`src/rtl/iob_eth_mdio_master_pkg.sv`:
```
`default_nettype none
// ============================================================================
// Module  : iob_eth_mdio_master_pkg
// Purpose : Shared frame constants, state encoding and header helper for the
//           clause-22 MDIO management master.
// Revision: 1.0 - initial release
// ============================================================================
package iob_eth_mdio_master_pkg;

  // Clause-22 frame codes
  localparam logic [1:0] c_st_code = 2'b01;
  localparam logic [1:0] c_op_rd   = 2'b10;
  localparam logic [1:0] c_op_wr   = 2'b01;

  // Field lengths in MDC periods
  localparam logic [5:0] c_pre_len  = 6'd32;
  localparam logic [5:0] c_hdr_len  = 6'd14;
  localparam logic [5:0] c_ta_len   = 6'd2;
  localparam logic [5:0] c_data_len = 6'd16;

  typedef enum logic [2:0] {
    ST_IDLE = 3'd0,
    ST_PRE  = 3'd1,
    ST_HDR  = 3'd2,
    ST_TA   = 3'd3,
    ST_DATA = 3'd4
  } state_t;

  // ST, OP, PHYAD, REGAD packed MSB first, ready to be shifted out
  function automatic logic [13:0] hdr_word(input logic       rnw,
                                           input logic [4:0] phy_addr,
                                           input logic [4:0] reg_addr);
    return {c_st_code, (rnw ? c_op_rd : c_op_wr), phy_addr, reg_addr};
  endfunction

endpackage
`default_nettype wire

```
`src/rtl/iob_eth_mdio_master_if.sv`:
```
`default_nettype none
// ============================================================================
// Module  : iob_eth_mdio_master_if
// Purpose : Command/response bundle between CSR logic (master modport) and
//           the MDIO master (slave modport).
//   div_i, start_i, rnw_i, phy_addr_i, reg_addr_i, wdata_i : command
//   ready_o, done_o, rdata_o                               : response
//   pre_sup_i : only with IOB_ETH_MDIO_PREAMBLE_SUPPRESS_EN defined
// Revision: 1.0 - initial release
// ============================================================================
interface iob_eth_mdio_master_if #(
  parameter int DIV_W = 8
);
  logic [DIV_W-1:0] div_i;
  logic             start_i;
  logic             rnw_i;
  logic [4:0]       phy_addr_i;
  logic [4:0]       reg_addr_i;
  logic [15:0]      wdata_i;
`ifdef IOB_ETH_MDIO_PREAMBLE_SUPPRESS_EN
  logic             pre_sup_i;
`endif
  logic             ready_o;
  logic             done_o;
  logic [15:0]      rdata_o;

  modport master (
    output div_i, start_i, rnw_i, phy_addr_i, reg_addr_i, wdata_i,
`ifdef IOB_ETH_MDIO_PREAMBLE_SUPPRESS_EN
    output pre_sup_i,
`endif
    input  ready_o, done_o, rdata_o
  );

  modport slave (
    input  div_i, start_i, rnw_i, phy_addr_i, reg_addr_i, wdata_i,
`ifdef IOB_ETH_MDIO_PREAMBLE_SUPPRESS_EN
    input  pre_sup_i,
`endif
    output ready_o, done_o, rdata_o
  );
endinterface
`default_nettype wire

```
`src/rtl/iob_eth_mdio_master_shift.sv`:
```
`default_nettype none
// ============================================================================
// Module  : iob_eth_mdio_master_shift
// Purpose : 16-bit MSB-first shift register. Parallel load of write data,
//           serial out via q_o[15]/q_o[14], serial in of read data at LSB.
//   clk_i, arst_i, cke_i : clock, async reset, clock enable
//   load_i, load_data_i  : parallel load (has priority)
//   shift_i, ser_i       : shift left, new bit enters at bit 0
//   q_o                  : register contents
// Revision: 1.0 - initial release
// ============================================================================
module iob_eth_mdio_master_shift (
  input  wire logic        clk_i,
  input  wire logic        arst_i,
  input  wire logic        cke_i,
  input  wire logic        load_i,
  input  wire logic [15:0] load_data_i,
  input  wire logic        shift_i,
  input  wire logic        ser_i,
  output logic      [15:0] q_o
);
  logic [15:0] r_q;

  always_ff @(posedge clk_i or posedge arst_i) begin
    if (arst_i) begin
      r_q <= 16'h0;
    end else if (cke_i) begin
      if (load_i) begin
        r_q <= load_data_i;
      end else if (shift_i) begin
        r_q <= {r_q[14:0], ser_i};
      end
    end
  end

  assign q_o = r_q;
endmodule
`default_nettype wire

```
`src/rtl/iob_eth_mdio_master.sv`:
```
`default_nettype none
// ============================================================================
// Module  : iob_eth_mdio_master
// Purpose : Clause-22 MDIO management master. Generates MDC from a modulo
//           divider, serialises one 64-bit (or 32-bit without preamble)
//           read/write frame per command and returns read data with a
//           one-cycle done strobe.
//   clk_i, cke_i, arst_i : clock, clock enable (low freezes), async reset
//   cmd                  : command/response interface (slave modport)
//   mdc_o                : management clock
//   mdio_o, mdio_oe_o    : MDIO pad output value and drive enable
//   mdio_i               : MDIO pad input
// Optional : IOB_ETH_MDIO_PREAMBLE_SUPPRESS_EN adds cmd.pre_sup_i, which
//            skips the 32-bit preamble for the accepted frame.
// Revision: 1.0 - initial release
// ============================================================================
module iob_eth_mdio_master
  import iob_eth_mdio_master_pkg::*;
#(
  parameter int DIV_W = 8
) (
  input  wire logic      clk_i,
  input  wire logic      cke_i,
  input  wire logic      arst_i,
  iob_eth_mdio_master_if.slave cmd,
  output logic           mdc_o,
  output logic           mdio_o,
  output logic           mdio_oe_o,
  input  wire logic      mdio_i
);
  state_t           r_state;
  logic [5:0]       r_bit_cnt;
  logic [DIV_W-1:0] r_div_cnt;
  logic [DIV_W-1:0] r_div;
  logic             r_mdc;
  logic             r_mdio;
  logic             r_oe;
  logic             r_ready;
  logic             r_done;
  logic [15:0]      r_rdata;
  logic             r_rnw;
  logic [13:0]      r_hdr;

  logic             w_accept;
  logic             w_tick;
  logic             w_fall;
  logic             w_rise;
  logic             w_shift;
  logic             w_skip_pre;
  logic [13:0]      w_hdr_in;
  logic [15:0]      w_sr_q;

`ifdef IOB_ETH_MDIO_PREAMBLE_SUPPRESS_EN
  assign w_skip_pre = cmd.pre_sup_i;
`else
  assign w_skip_pre = 1'b0;
`endif

  // ready_o is low in the done cycle, so a held start_i cannot re-trigger
  // until the cycle after completion.
  assign w_accept = (r_state == ST_IDLE) && r_ready && cmd.start_i;
  assign w_tick   = (r_div_cnt == r_div);
  assign w_fall   = (r_state != ST_IDLE) && w_tick && r_mdc;
  assign w_rise   = (r_state != ST_IDLE) && w_tick && !r_mdc;
  assign w_hdr_in = hdr_word(cmd.rnw_i, cmd.phy_addr_i, cmd.reg_addr_i);

  // Writes shift out on falling events (the last data bit needs no shift);
  // reads shift in on rising events.
  assign w_shift = (r_state == ST_DATA) &&
                   ((r_rnw && w_rise) ||
                    (!r_rnw && w_fall && (r_bit_cnt != c_data_len - 6'd1)));

  iob_eth_mdio_master_shift u_shift (
    .clk_i       (clk_i),
    .arst_i      (arst_i),
    .cke_i       (cke_i),
    .load_i      (w_accept),
    .load_data_i (cmd.wdata_i),
    .shift_i     (w_shift),
    .ser_i       (mdio_i),
    .q_o         (w_sr_q)
  );

  always_ff @(posedge clk_i or posedge arst_i) begin
    if (arst_i) begin
      r_state   <= ST_IDLE;
      r_bit_cnt <= 6'd0;
      r_div_cnt <= '0;
      r_div     <= '0;
      r_mdc     <= 1'b0;
      r_mdio    <= 1'b1;
      r_oe      <= 1'b0;
      r_ready   <= 1'b1;
      r_done    <= 1'b0;
      r_rdata   <= 16'h0;
      r_rnw     <= 1'b0;
      r_hdr     <= 14'h0;
    end else if (cke_i) begin
      r_done <= 1'b0;
      if (r_state == ST_IDLE) begin
        r_ready   <= 1'b1;
        r_div_cnt <= '0;
        r_mdc     <= 1'b0;
        if (w_accept) begin
          r_ready   <= 1'b0;
          r_rnw     <= cmd.rnw_i;
          r_hdr     <= w_hdr_in;
          r_div     <= cmd.div_i;
          r_bit_cnt <= 6'd0;
          r_oe      <= 1'b1;
          if (w_skip_pre) begin
            r_state <= ST_HDR;
            r_mdio  <= w_hdr_in[13];
          end else begin
            r_state <= ST_PRE;
            r_mdio  <= 1'b1;
          end
        end
      end else begin
        if (w_tick) begin
          r_div_cnt <= '0;
          r_mdc     <= ~r_mdc;
        end else begin
          r_div_cnt <= r_div_cnt + DIV_W'(1);
        end

        if (w_fall) begin
          r_bit_cnt <= r_bit_cnt + 6'd1;
          case (r_state)
            ST_PRE: begin
              if (r_bit_cnt == c_pre_len - 6'd1) begin
                r_state   <= ST_HDR;
                r_bit_cnt <= 6'd0;
                r_mdio    <= r_hdr[13];
              end else begin
                r_mdio <= 1'b1;
              end
            end
            ST_HDR: begin
              if (r_bit_cnt == c_hdr_len - 6'd1) begin
                r_state   <= ST_TA;
                r_bit_cnt <= 6'd0;
                r_mdio    <= 1'b1;
                r_oe      <= ~r_rnw;
              end else begin
                // header is consumed MSB first; bit 12 is the next one out
                r_hdr  <= {r_hdr[12:0], 1'b0};
                r_mdio <= r_hdr[12];
              end
            end
            ST_TA: begin
              if (r_bit_cnt == c_ta_len - 6'd1) begin
                r_state   <= ST_DATA;
                r_bit_cnt <= 6'd0;
                r_mdio    <= r_rnw ? 1'b1 : w_sr_q[15];
              end else begin
                // second TA bit: 0 for writes, released (idle high) for reads
                r_mdio <= r_rnw;
              end
            end
            ST_DATA: begin
              if (r_bit_cnt == c_data_len - 6'd1) begin
                r_state   <= ST_IDLE;
                r_bit_cnt <= 6'd0;
                r_mdio    <= 1'b1;
                r_oe      <= 1'b0;
                r_done    <= 1'b1;
                if (r_rnw) begin
                  r_rdata <= w_sr_q;
                end
              end else begin
                // the shift happening this edge moves bit 14 up to the MSB
                r_mdio <= r_rnw ? 1'b1 : w_sr_q[14];
              end
            end
            default: begin
              r_state <= ST_IDLE;
            end
          endcase
        end
      end
    end
  end

  assign mdc_o       = r_mdc;
  assign mdio_o      = r_mdio;
  assign mdio_oe_o   = r_oe;
  assign cmd.ready_o = r_ready;
  // a strobe held over frozen cycles must not look like several pulses
  assign cmd.done_o  = r_done & cke_i;
  assign cmd.rdata_o = r_rdata;
endmodule
`default_nettype wire

```
`src/flat_wrapper.sv`:
```
// flat-port wrapper written by rule: the top's interface ports become plain ports
module iob_eth_mdio_master_flat import iob_eth_mdio_master_pkg::*;
#(
  parameter int DIV_W = 8
)
  (clk_i, cke_i, arst_i, mdc_o, mdio_o, mdio_oe_o, mdio_i, cmd_div_i, cmd_start_i, cmd_rnw_i, cmd_phy_addr_i, cmd_reg_addr_i, cmd_wdata_i, cmd_ready_o, cmd_done_o, cmd_rdata_o);
  iob_eth_mdio_master_if #(.DIV_W(DIV_W)) cmd_i ();
  input  wire logic clk_i;
  input  wire logic cke_i;
  input  wire logic arst_i;
  output logic mdc_o;
  output logic mdio_o;
  output logic mdio_oe_o;
  input  wire logic mdio_i;
  input wire logic [$bits(cmd_i.div_i)-1:0] cmd_div_i;
  input wire logic [$bits(cmd_i.start_i)-1:0] cmd_start_i;
  input wire logic [$bits(cmd_i.rnw_i)-1:0] cmd_rnw_i;
  input wire logic [$bits(cmd_i.phy_addr_i)-1:0] cmd_phy_addr_i;
  input wire logic [$bits(cmd_i.reg_addr_i)-1:0] cmd_reg_addr_i;
  input wire logic [$bits(cmd_i.wdata_i)-1:0] cmd_wdata_i;
  output wire logic [$bits(cmd_i.ready_o)-1:0] cmd_ready_o;
  output wire logic [$bits(cmd_i.done_o)-1:0] cmd_done_o;
  output wire logic [$bits(cmd_i.rdata_o)-1:0] cmd_rdata_o;
  assign cmd_i.div_i = cmd_div_i;
  assign cmd_i.start_i = cmd_start_i;
  assign cmd_i.rnw_i = cmd_rnw_i;
  assign cmd_i.phy_addr_i = cmd_phy_addr_i;
  assign cmd_i.reg_addr_i = cmd_reg_addr_i;
  assign cmd_i.wdata_i = cmd_wdata_i;
  assign cmd_ready_o = cmd_i.ready_o;
  assign cmd_done_o = cmd_i.done_o;
  assign cmd_rdata_o = cmd_i.rdata_o;
  iob_eth_mdio_master #(.DIV_W(DIV_W)) u_core (.clk_i(clk_i), .cke_i(cke_i), .arst_i(arst_i), .cmd(cmd_i), .mdc_o(mdc_o), .mdio_o(mdio_o), .mdio_oe_o(mdio_oe_o), .mdio_i(mdio_i));
endmodule
```
`config.mk`:
```
export PLATFORM = sky130hd
export DESIGN_NAME = iob_eth_mdio_master_flat
export DESIGN_NICKNAME = d
export VERILOG_FILES = /design/src/rtl/iob_eth_mdio_master_pkg.sv /design/src/rtl/iob_eth_mdio_master_if.sv /design/src/rtl/iob_eth_mdio_master_shift.sv /design/src/rtl/iob_eth_mdio_master.sv /design/src/flat_wrapper.sv
export SDC_FILE = /design/constraint.sdc
export NUM_CORES = 1
export LEC_CHECK = 0
export ABC_AREA = 1
export BUFFER_PORTS_ARGS = -buffer_cell sky130_fd_sc_hd__buf_2
export CORE_MARGIN = 5
export CORE_UTILIZATION = 32
export DETAILED_ROUTE_END_ITERATION = 7
export GPL_ROUTABILITY_DRIVEN = 0
export SYNTH_ARGS = -nofsm -noshare
export SYNTH_HDL_FRONTEND = slang
export SYNTH_SLANG_ARGS = --single-unit
```
`constraint.sdc`:
```
create_clock -name clk_i -period 2.9 [get_ports clk_i]
set_input_delay 0.29 -clock clk_i [delete_from_list [all_inputs] [get_ports clk_i]]
set_output_delay 0.29 -clock clk_i [all_outputs]
set_load 0.005 [all_outputs]
```
## Word-level counts from Yosys, hierarchy flattened

Cells that the tools add are included.

- Register bits after elaboration: 77
- Latch bits: 0
- Bits in writable memories: 0
- Bits in read-only memories: 0
- Input port bits: 40
- Output and inout port bits: 21
- Word-level logic and storage cells: 113
- Memories: 0

- $add $sub $neg: 2
- $mul: 0
- Div/mod/pow operators: 0
- $lt $le $gt $ge: 0
- Eq/ne operators: 16
- Shift-type cells: 0
- Muxes and demuxes: 48
- Bitwise operators: 4
- Reductions and logical operators: 30

Operators by type and width:

| cell | number |
|---|---|
| $mux 14 | 5 |
| $mux 6 | 7 |
| $mux 16 | 2 |
| $pmux 6 s4 | 1 |
| $mux 3 | 7 |
| $mux 1 | 20 |
| $mux 8 | 2 |
| $eq 6x4->1 const B | 2 |
| $pmux 3 s4 | 1 |
| $reduce_and 6->1 | 2 |
| $logic_and 1x1->1 | 9 |
| $ne 3x1->1 const B | 3 |
| $add 8x1->8 const B | 1 |
| $eq 8x8->1 | 1 |
| $reduce_bool 2->1 | 4 |
| $reduce_and 7->1 | 1 |
| $add 6x1->6 const B | 1 |
| $eq 3x2->1 const B | 2 |
| $eq 6x1->1 const B | 1 |
| $eq 6x5->1 const B | 1 |
| $ne 6x4->1 const B | 1 |
| $reduce_and 2->1 | 3 |
| $reduce_and 3->1 | 2 |
| $reduce_bool 3->1 | 2 |
| 16 further kinds | 19 |

## Longest topological paths before layout

Gate-level depths: netlist of run 1.

- Depth in word-level cells: 9
- Gate-level depth with buffers: 14
- Mapped depth without buffers: 13

## Hierarchy

From an unflattened synthesis of run 1, not the netlist that was laid out.

- Cells, all modules: 511
- Area, all modules: 4013.8 µm²

Modules (own cells, without submodules):

| module | instances | cells an instance | area each (µm²) | seq. area each (µm²) |
|---|---|---|---|---|
| iob_eth_mdio_master | 1 | 388 | 3161.8 | 1529.0 |
| iob_eth_mdio_master_shift | 1 | 123 | 852.1 | 400.4 |

## Least setup slack after synthesis of run 1

No wires, ideal clock.

- Path type: register to register
- From: reg u_core.r_state[0]
- To: reg u_core.r_rdata[14], in the netlist u_core.cmd.rdata_o[14]
- Library setup time: 0.121 ns
- Data arrival time: 1.677 ns
- Path slack: 1.102 ns
- Stages on the path, launching flop included: 13
- Path through: dfrtp_1 > nor2_4 > inv_2 > nor2_4 > inv_2 > nor2_2 > nand2_1 > nor3_4 > nand2_1 > buf_6 > buf_6 > nand2_1 > o21ai_1

- Word-level cells in the longest chain between the ends: 4
- Elaborated cells on any way between the ends: 7
- Classes of those cells: 1 x eq/ne; 1 x bitwise; 5 x reduce/logical

Ends and longest elaborated chain:

| what | line | text |
|---|---|---|
| start, declared | iob_eth_mdio_master.sv:31 | `state_t r_state;` |
| start signal, assigned | iob_eth_mdio_master.sv:86 | `r_state <= ST_IDLE;` |
| start signal, assigned | iob_eth_mdio_master.sv:112 | `r_state <= ST_HDR;` |
| start signal, assigned | iob_eth_mdio_master.sv:115 | `r_state <= ST_PRE;` |
| $reduce_bool 3->1 | iob_eth_mdio_master.sv:63 | `assign w_fall = (r_state != ST_IDLE) && w_tick && r_mdc;` |
| $logic_and 1x1->1 (2 in a row) | iob_eth_mdio_master.sv:63 |  |
| $reduce_and 6->1 (no source line) * | - |  |
| end signal, assigned | iob_eth_mdio_master.sv:169 | `r_rdata <= w_sr_q;` |
| end, declared | iob_eth_mdio_master.sv:40 | `logic [15:0] r_rdata;` |

Every way passes the cells marked *; elsewhere a longest branch is shown, timed or not.
A chain may end at the register's enable or synchronous reset.

## Worst setup path in the final report of run 1

- From: reg u_core.r_state[0]
- To: reg u_core.r_hdr[0]

- Word-level cells in the longest chain between the ends: 5
- Elaborated cells on any way between the ends: 13
- Classes of those cells: 3 x eq/ne; 1 x mux; 9 x reduce/logical

Ends and longest elaborated chain:

| what | line | text |
|---|---|---|
| $logic_not 3->1 / $reduce_bool 3->1 (equally long branches) | iob_eth_mdio_master.sv:61, iob_eth_mdio_master.sv:100, iob_eth_mdio_master.sv:63 |  |
| $logic_and 1x1->1, on equally long branches (2 in a row) | iob_eth_mdio_master.sv:61, iob_eth_mdio_master.sv:63 |  |
| $ne 2x2->1 (no source line) / $reduce_bool 2->1 (equally long branches) | - |  |
| $reduce_and 5->1 (no source line) | - |  |
| end signal, assigned | iob_eth_mdio_master.sv:107 | `r_hdr <= w_hdr_in;` |
| end signal, assigned | iob_eth_mdio_master.sv:147 | `r_hdr <= {r_hdr[12:0], 1'b0};` |
| end, declared | iob_eth_mdio_master.sv:42 | `logic [13:0] r_hdr;` |

Parallel ways exist; a longest one is shown, timed or not.

==> reports/results.txt, run 1 <==
min cycle time layout: 2.28 ns
Starting Density: 32.6%
Post-CTS Setup Repair Bufs: 0
CP max stage cell: dfrtp_1
# DRC: 0
gr usage total: 13.2%
final setup margin: 0.622 ns
Yosys warnings: 0
top_reg_cell synth: dfrtp_1
maxcap violations: 0
status: completed
FMAX: 439 MHz
initial antenna violation count: 0
Synth Area in XOR/XNOR: 1.28%
synthesized instance count: 562
I/O Buffers: 60
GRT Residual Overflow: 0
setup TNS: 0 ns
CP max stage delay: 0.47 ns
Synth Area in Compound Gates: 8.70%
crit-path cells: nor2_4 -> nand2_2 -> buf_4 -> nand2_1 -> nor2_1 -> nand2_1 -> nand2_2 -> nand2_2 -> nand2_1 -> nand2_1
Critical Path AT: 2.50 ns
Synth Net Count: 605
crit start category: flip-flop
Post-Place Cells: 781
row cnt: 41
Antenna Nets Post-Route: 0
Avg Inst Size Synth: 7.29 µm²
RSZ-0062 raised after global routing: false
Fillers: 1298
P per Cell Area: 894 nW/µm²
EDFF count, synth: 0
worst hold margin: 0.170 ns
Mapped Area: 4100 µm²
Critical Path RT: 3.12 ns
layout cells sized above 1: 17.9%
Layout Cells excl Fill: 798
Synth top area share: 45.8%
final setup violation count: 0
n_diodes: 0
core area: 12600 µm²
Vias/cell: 4.50
Rel. slew slack: 57.2%
Final Max Slew Viols: 0
post-synthesis mux area share: 0%
H-tree levels: 3
Clock Latency Late Sink: 0.33 ns
vias: 3591
WL/cell: 12.0 µm
pre-CTS setup slack: 0.628 ns
Hold Path Class: input port to flip-flop
Num CTS Buffers: 9
Detailed Place HPWL: 7.00 mm
Yosys cell types: 31
Layout Nets: 664
crit path max fanout: 27
largest family of logic cells by synthesized area: simple AND/OR/NAND/NOR gates
CTS tree: done
# resized after CTS: 0
CTS Hold Bufs: 1
Hold Fails Final Rpt: 0
Seq cells post-synth: 77
crit-path most repeated cell: nand2_1
Clock Skew: 0.0102 ns
post-route clock period utilization: 78.6%
I/O Pins: 61
most common cell in the netlist: nand2_1
FFs w/ async S/R, synth: 100%
Iter 0 DRT Violations: 329
CTS Sinks: 77
Crit. End Element: flip-flop
worst slew pin tran: 0.642 ns
DIE AREA: 15200 µm²
commonest cells in the synthesized netlist: nand2_1, dfrtp_1, inv_1, nand3_1, o21ai_0
worst IR drop on VDD: 313 µV
Die Y-Extent: 123 µm
Crit path max-delay family: simple AND/OR/NAND/NOR gates
leakage: 2.58 nW
die width: 123 µm
vias in the first global route: 3469
total power: 4.35 mW
drt total wl: 9.61 mm
clock-pin transition on the worst setup and hold timing paths: 0.06 ns
Synth-to-Final Area Change: 18.7%
Critical path buffers and inverters: 1
drt first pass iters: 4
Post-Synth Simple-Gate Area: 33.8%
worst setup path class: flip-flop to flip-flop
post-synthesis adder-cell area fraction: 0.916%
Yosys top cell by area: dfrtp_1
root buffer cell: clkbuf_16
sequential-to-total area share from yosys stat: 47.1%
largest net degree at the start of global routing: 41
Synth area leaders: dfrtp_1, nand2_1, nand3_1, o21ai_0, inv_1
first-pass GRT wire length: 16.1 mm
clock buffer depth: 2
path summary, 6_finish.rpt:
path	cells past startpoint	from	to	slack (ns)
max in group asynchronous	4	arst_i	u_core.mdio_o	1.73
max	10	u_core.r_state[0]	u_core.r_hdr[0]	0.62
max reg2reg	10	u_core.r_state[0]	u_core.r_hdr[0]	0.62
min in group asynchronous	3	arst_i	u_core.r_div[1]	0.46
min	3	cmd_div_i[4]	u_core.r_div[4]	0.17
min reg2reg	2	u_core.mdio_o	u_core.mdio_o	0.46
cells by family (layout without fill, tap and decap cells):
group | Yosys count | in the layout
fa+ha+maj | 3 | 3
buf+inv | 83 | 147
compound gates | 65 | 65
simple gates | 328 | 328
xor+xnor | 6 | 6
flops | 77 | 77
tightest hold or removal path: stages:
cell and delay (ns):
buf_2 0.07, nand2_1 0.04, o21ai_0 0.06
power by group:
group / switching (mW) / internal [mW] / total, mW
registers: 0.265 / 1.43 / 1.69
clock network: 0.442 / 0.599 / 1.04
logic: 1.08 / 0.544 / 1.62
per-stage QoR:
stage | utilization, % | instance area, µm²
2_1_floorplan | - | 4100
3_3_place_gp | 36.4 | 4580
3_5_place_dp | 36.4 | 4580
4_1_cts | 38.7 | 4870
5_1_grt | 38.7 | 4870
6_report | 38.7 | 4870
cells in the final DEF, fill, tap and decap left out:
cell / instances
a21o_1: 1
a21oi_1: 6
a41oi_1: 1
and2_1: 1
buf_12: 1
buf_2: 60
buf_4: 6
clkbuf_16: 9
clkbuf_8: 1
clkinv_2: 3
clkinv_4: 1
clkinvlp_4: 2
dfrtp_1: 75
dfstp_2: 2
dlygate4sd3_1: 1
ha_1: 3
inv_1: 55
inv_2: 8
nand2_1: 217
nand2_2: 5
nand3_1: 56
nand3b_1: 1
nand4_1: 4
nor2_1: 30
nor2_2: 3
nor2_4: 3
nor3_1: 4
nor3_4: 1
nor3b_1: 1
nor4_1: 1
o21a_1: 1
o21ai_0: 44
o21ai_1: 6
o21ai_2: 6
or2_2: 1
xor2_1: 6
state kept, by name (all words and copies together), names as in the netlist:
signal and flops:
u_core.mdio_oe_o 1, u_core.cmd.ready_o 1, u_core.cmd.rdata_o 16, u_core.r_div 8, u_core.r_hdr 14, u_core.r_done 1
u_core.r_div_cnt 8, u_core.r_state 3, u_core.u_shift.q_o 16, u_core.r_bit_cnt 6, u_core.mdc_o 1, u_core.mdio_o 1
u_core.r_rnw 1
layout make-up:
| cell class | instances | area, µm² | share of cell area, % |
|---|---|---|---|
| clock inverters | 6 | 38.8 | 0.797 |
| repair buffers | 68 | 375 | 7.71 |
| flip-flops and latches | 77 | 1930 | 39.6 |
| multi-input cells | 402 | 1830 | 37.7 |
| inverters | 63 | 236 | 4.86 |
| clock buffers | 10 | 239 | 4.91 |
| well taps | 172 | 215 | 4.42 |
per-layer routing:
metal | GRT usage (%) | part of all wire, %
met1 | 18.2 | 48
met5 | 0 | 0
met2 | 20.4 | 44
met3 | 3.43 | 6.4
met4 | 3.88 | 1.2
Power figures use the tool's default switching activity.
==> inputs of run 2 (changes only) <==
- clock period: 2.9 -> 2.2 ns (I/O delays scaled with it)
==> run 2 against run 1 <==
- register-to-register slack worse by 0.37 ns
- combinational power is 38% higher
- critical endpoint is now u_core.r_hdr[2]
- fmax is 17% higher
- highest routed layer unchanged
==> reports/results.txt, run 2 (synthesis results as in run 1) <==
reg-to-reg slack, setup: 0.25 ns (-0.37 ns)
WL met1: 4.63 mm (-0.28%)
die width: 123 µm (unchanged)
post-route clock period utilization: 88.7% (+10 points)
Die Y-Extent: 123 µm (unchanged)
I/O Pins: 61 (unchanged)
# DRC: 0 (unchanged)
final setup violation count: 0 (unchanged)
Critical Path RT: 2.47 ns (-0.65 ns)
commonest non-fill, non-tap cell in the layout: nand2_1
Hold Fails Final Rpt: 0 (unchanged)
I/O Buffers: 60 (unchanged)
Iter 0 DRT Violations: 250 (-24%)
H-tree levels: 3 (unchanged)
status: completed
FMAX: 512 MHz (+17%)
Antenna Nets Post-Route: 0 (unchanged)
core area: 12600 µm² (unchanged)
Fillers: 1312 (+1.1%)
largest net degree at the start of global routing: 39 (-4.9%)
crit start category: flip-flop
P per Cell Area: 1190 nW/µm² (+33%)
vias in the first global route: 3386 (-2.4%)
GRT Residual Overflow: 0 (unchanged)
Met3 Wirelength: 573 µm (-7.0%)
Crit. End Element: flip-flop
drt first pass iters: 4 (unchanged)
leakage: 2.63 nW (+1.7%)
Critical Path AT: 2.22 ns (-0.28 ns)
crit path max fanout: 13 (-52%)
Num CTS Buffers: 9 (unchanged)
Rel. slew slack: 65.0% (+7.9 points)
drt total wl: 9.81 mm (+2.0%)
DR top layer: met4
layout cells sized above 1: 19.1% (+1.2 points)
first-pass GRT wire length: 16.3 mm (+0.99%)
CTS Sinks: 77 (unchanged)
Starting Density: 32.6% (unchanged)
Placed Area: 4630 µm² (+1.1%)
vias: 3686 (+2.6%)
most frequent cells in the layout: nand2_1, dfrtp_1, buf_2
Clock Latency Late Sink: 0.33 ns (about the same)
worst setup path class: flip-flop to flip-flop
Clock Skew: 0.00815 ns (-0.00209 ns)
gr usage total: 13.4% (+0.19 points)
setup TNS: 0 ns (unchanged)
row cnt: 41 (unchanged)
Post-CTS Setup Repair Bufs: 0 (unchanged)
Layout Nets: 671 (+1.1%)
initial antenna violation count: 0 (unchanged)
root buffer cell: clkbuf_16
CTS tree: done
Hold Path Class: input port to flip-flop
n_diodes: 0 (unchanged)
Finished Cell Area: 4940 µm² (+1.5%)
Detailed Place HPWL: 7.14 mm (+2.0%)
Synth-to-Final Area Change: 20.5%
Final Max Slew Viols: 0 (unchanged)
Vias/cell: 4.58 (+1.8%)
DIE AREA: 15200 µm² (unchanged)
maxcap violations: 0 (unchanged)
clock-pin transition on the worst setup and hold timing paths: 0.06 ns (about the same)
worst IR drop on VDD: 458 µV (+46%)
WL/cell: 12.2 µm (+1.1%)
worst slew pin tran: 0.521 ns (-0.121 ns)
routed wire length on met2: 4.46 mm (+5.1%)
clock buffer depth: 2 (unchanged)
min cycle time layout: 1.95 ns (-0.327 ns)
## run 2: changes by cell type in the layout (fill, tap and decap cells not counted)
| cell | before | now |
|---|---|---|
| nor2_1 | 30 | 28 |
| nor2_2 | 3 | 5 |
| clkinv_4 | 1 | 0 |
| clkbuf_8 | 1 | 2 |
| nand2_2 | 5 | 4 |
| nand2_4 | 0 | 1 |
| clkinv_2 | 3 | 2 |
| o21ai_1 | 6 | 8 |
| buf_4 | 6 | 13 |
| inv_6 | 0 | 1 |
| o21ai_0 | 44 | 42 |
## run 2: through the flow
| step | setup WS [ns] | hold WS, ns | util (%) | total power [mW] | instances |
|---|---|---|---|---|---|
| final | 0.248 | 0.100 | 39.3 | 5.87 | 805 |
| after global routing | -0.0108 | 0.111 | 39.3 | 6.37 | 805 |
| after CTS | 0.151 | 0.0984 | 39.2 | 5.91 | 805 |
| after detailed placement | 0.173 | 0.218 | 36.9 | 4.48 | 788 |
| after global placement | 0.207 | 0.211 | 36.9 | 4.42 | 788 |
| after floorplan | 0.0166 | 0.337 | - | 3.81 | 562 |
## run 2: worst paths after layout
check	startpoint	end	cells past startpoint
setup / recovery	u_core.r_div_cnt[0]	u_core.r_hdr[2]	13
hold reg to reg	u_core.mdio_o	u_core.mdio_o	2
hold / removal	cmd_div_i[4]	u_core.r_div[4]	3
setup reg to reg	u_core.r_div_cnt[0]	u_core.r_hdr[2]	13
max in group asynchronous	arst_i	u_core.mdio_o	4
min in group asynchronous	arst_i	u_core.r_div[6]	3
## run 2: layer usage
| layer | global-route usage [%] | up-vias |
|---|---|---|
| li1 | - | 1896 |
| met1 | 18.5 | 1692 |
| met2 | 20.8 | 87 |
| met3 | 3.06 | 11 |
| met4 | 4.29 | 0 |
| met5 | 0 | - |
## run 2: final cells by class
| type | count | area, µm² | area share (%) |
|---|---|---|---|
| Sequential cell | 77 | 1930 | 39.1 |
| Tap cell | 172 | 215 | 4.36 |
| Multi-Input combinational cell | 402 | 1840 | 37.3 |
| Timing Repair Buffer | 75 | 428 | 8.66 |
| Inverter | 63 | 236 | 4.79 |
| Clock inverter | 5 | 33.8 | 0.684 |
| Clock buffer | 11 | 253 | 5.12 |
## run 2: repair_timing
item / 4_1_cts / 5_1_grt
hold buffers: 1 / 0
setup endpoints to repair: 0 / 29
gates resized for setup: 0 / 5
hold endpoints to repair: 13 / 0
## run 2: critical path, cell delays in order, from the launching register on
cell,delay (ns)
dfrtp_1,0.38
inv_1,0.09
nand2_1,0.06
nand2_1,0.05
nor2_1,0.09
nand2_1,0.06
nor2_2,0.16
nand2_1,0.14
nor2_2,0.16
nand2_1,0.08
nand2_2,0.20
buf_4,0.24
nand3_1,0.09
nand2_1,0.07
## run 2: where the power goes
part,switching [mW],leakage [nW],internal (mW)
combinational,1.46,1.47,0.780
sequential,0.349,1.02,1.88
clock,0.583,0.138,0.825
==> inputs of run 3 (changes only) <==
- CORE_ASPECT_RATIO: default -> 0.5
- PLACE_DENSITY: default -> 0.61
==> run 3 against run 2 <==
- global-route usage grew 0.55 points
- critical path depth fell by 4
- clock skew shrank 0.0032 ns
- register-to-register slack hardly changed
- clock-buffer cell count up 2
- power rose by 1.0%
- sequential power about the same
- die area is 0.91% higher
- wire length grew 2.3%
- fmax up 0.12%
- critical path type unchanged
==> reports/results.txt, run 3 (synthesis results as in run 1) <==
crit path max fanout: 29 (+16)
Starting Density: 32.6% (-0.058 points)
Layout Nets: 670 (-0.15%)
total power: 5.94 mW (+1.0%)
clock-pin transition on the worst setup and hold timing paths: 0.06 ns (about the same)
Detailed Place HPWL: 7.22 mm (+1.1%)
Clock Skew: 0.00497 ns (-0.00318 ns)
largest net degree at the start of global routing: 32 (-18%)
GR Util met3: 3.33% (+0.27 points)
Worst Hold Launch: cmd_div_i[3]
most used routing layer: met2
Fillers: 1313 (+0.076%)
Post-CTS Setup Repair Bufs: 0 (unchanged)
Critical path buffers and inverters: 1 (-1)
die width: 170 µm (+38%)
Crit. End Element: flip-flop
vias: 3695 (+0.24%)
maxcap violations: 0 (unchanged)
gr usage total: 13.9% (+0.55 points)
post-route clock period utilization: 88.6% (-0.11 points)
NetSw: 2.34 mW (-1.9%)
Critical Path RT: 2.40 ns (-0.07 ns)
Synth-to-Final Area Change: 20.7%
Rel. slew slack: 60.5% (-4.5 points)
Iter 0 DRT Violations: 206 (-18%)
Final Max Slew Viols: 0 (unchanged)
Hold Path Class: input port to flip-flop
Clk pwr share: 25.4% (+1.4 points)
I/O Buffers: 60 (unchanged)
Num CTS Buffers: 9 (unchanged)
crit-path most repeated cell: nand2_1
Int Power: 3.59 mW (+3.0%)
row cnt: 29 (-29%)
n_diodes: 0 (unchanged)
CP max stage cell: dfrtp_1
Finished Cell Area: 4950 µm² (+0.18%)
leakage: 2.64 nW (+0.37%)
setup TNS: 0 ns (unchanged)
Vias/cell: 4.61 (+0.62%)
worst setup path class: flip-flop to flip-flop
worst IR drop on VDD: 425 µV (-7.1%)
FF-to-FF Start: u_core.r_bit_cnt[0]
CTS tree: done
I/O Pins: 61 (unchanged)
Hold Fails Final Rpt: 0 (unchanged)
initial antenna violation count: 0 (unchanged)
global routing usage on met1: 18.2% (-0.30 points)
Worst Hold End: u_core.r_div[3]
crit-path cells: ha_1 -> nand2_1 -> nor2_1 -> nand2_1 -> nor3_4 -> nand2_1 -> buf_4 -> nand2_1 -> o21ai_0
# DRC: 0 (unchanged)
WL/cell: 12.5 µm (+2.7%)
reg-to-reg slack, setup: 0.25 ns (about the same)
first-pass GRT wire length: 17.8 mm (+9.7%)
FMAX: 513 MHz (+0.12%)
DIE AREA: 15300 µm² (+0.91%)
H-tree levels: 3 (unchanged)
worst slew pin tran: 0.591 ns (+0.0702 ns)
Final Util: 39.3% (about the same)
drt total wl: 10.0 mm (+2.3%)
Placed Area: 4620 µm² (-0.22%)
sequential cell fraction of total power: 37.4% (-0.5 points)
layout cells sized above 1: 18.5% (-0.60 points)
core area: 12600 µm² (+0.18%)
hold depth: 3 (unchanged)
crit start category: flip-flop
FF-to-FF path depth: 9 (-4)
most frequent cells in the layout: nand2_1, dfrtp_1, buf_2
combinational power share: 37.2% (-0.9 points)
RSZ-0062 raised after global routing: false
Clock Latency Late Sink: 0.33 ns (about the same)
drt first pass iters: 4 (unchanged)
commonest non-fill, non-tap cell in the layout: nand2_1
Die Y-Extent: 90.0 µm (-27%)
met2 Resource Use GR: 23.2% (+2.4 points)
Crit path max-delay family: simple AND/OR/NAND/NOR gates
status: completed
min cycle time layout: 1.95 ns (-0.00238 ns)
Critical Path AT: 2.15 ns (-0.07 ns)
Reg2Reg Capture Point: u_core.cmd.rdata_o[2]
sw frac: 39.5% (-1.2 points)
CP max stage delay: 0.43 ns (+0.05 ns)
CTS Sinks: 77 (unchanged)
Antenna Nets Post-Route: 0 (unchanged)
clock buffer depth: 2 (unchanged)
final setup violation count: 0 (unchanged)
P per Cell Area: 1200 nW/µm² (+0.87%)
GRT Residual Overflow: 0 (unchanged)
root buffer cell: clkbuf_16
vias in the first global route: 3653 (+7.9%)
[run 3: how the worst max path moves through the flow]
stage	start	end	slack (ns)	cells after the start
2_1_floorplan	arst_i	u_core.cmd.rdata_o[0]	0.02	1
3_3_place_gp	u_core.r_div_cnt[5]	u_core.r_hdr[0]	0.21	13
3_5_place_dp	u_core.r_div_cnt[5]	u_core.r_hdr[10]	0.21	13
4_1_cts	u_core.r_div_cnt[5]	u_core.r_hdr[10]	0.19	13
5_1_grt	u_core.r_bit_cnt[0]	u_core.cmd.rdata_o[4]	0.008	9
6_report	u_core.r_bit_cnt[0]	u_core.cmd.rdata_o[2]	0.25	9
[run 3: power by group through the flow]
stage	Combinational, mW	Sequential, mW	Clock [mW]
floorplan	1.67	2.14	0
global placement	2.18	2.24	0
detailed placement	2.21	2.24	0
CTS	2.22	2.22	1.55
global route	2.58	2.29	1.62
finish	2.21	2.22	1.50
[run 3: per-stage QoR]
stage               cells  setup slack [ns]  hold WS [ns]
finish                802             0.251        0.0974
detailed placement    785             0.210         0.328
CTS                   802             0.193        0.0840
global placement      785             0.213         0.322
global route          802           0.00762        0.0963
floorplan             562            0.0166         0.337
[run 3: worst min-delay path, cell delays in order]
cell and delay [ns]:
buf_2 0.07, nand2_1 0.04, o21ai_0 0.05
[run 3: final cells by class]
cell class | instances | area [µm²] | area share, %
Multi-Input combinational cell | 402 | 1840 | 37.2
Clock buffer | 13 | 260 | 5.26
Tap cell | 170 | 213 | 4.30
Inverter | 63 | 236 | 4.78
Timing Repair Buffer | 74 | 424 | 8.57
Clock inverter | 3 | 43.8 | 0.885
Sequential cell | 77 | 1930 | 39.0
[run 3: repair_timing]
action,in CTS,in global routing
hold buffers,1,0
setup endpoints to repair,0,11
gates resized for setup,0,3
hold endpoints to repair,22,0
[run 3: per-layer routing]
| metal | vias to the layer above | part of all wire (%) |
|---|---|---|
| li1 | 1895 | - |
| met1 | 1733 | 47 |
| met2 | 59 | 49 |
| met3 | 8 | 3.3 |
| met4 | 0 | 0.96 |
| met5 | - | 0 |
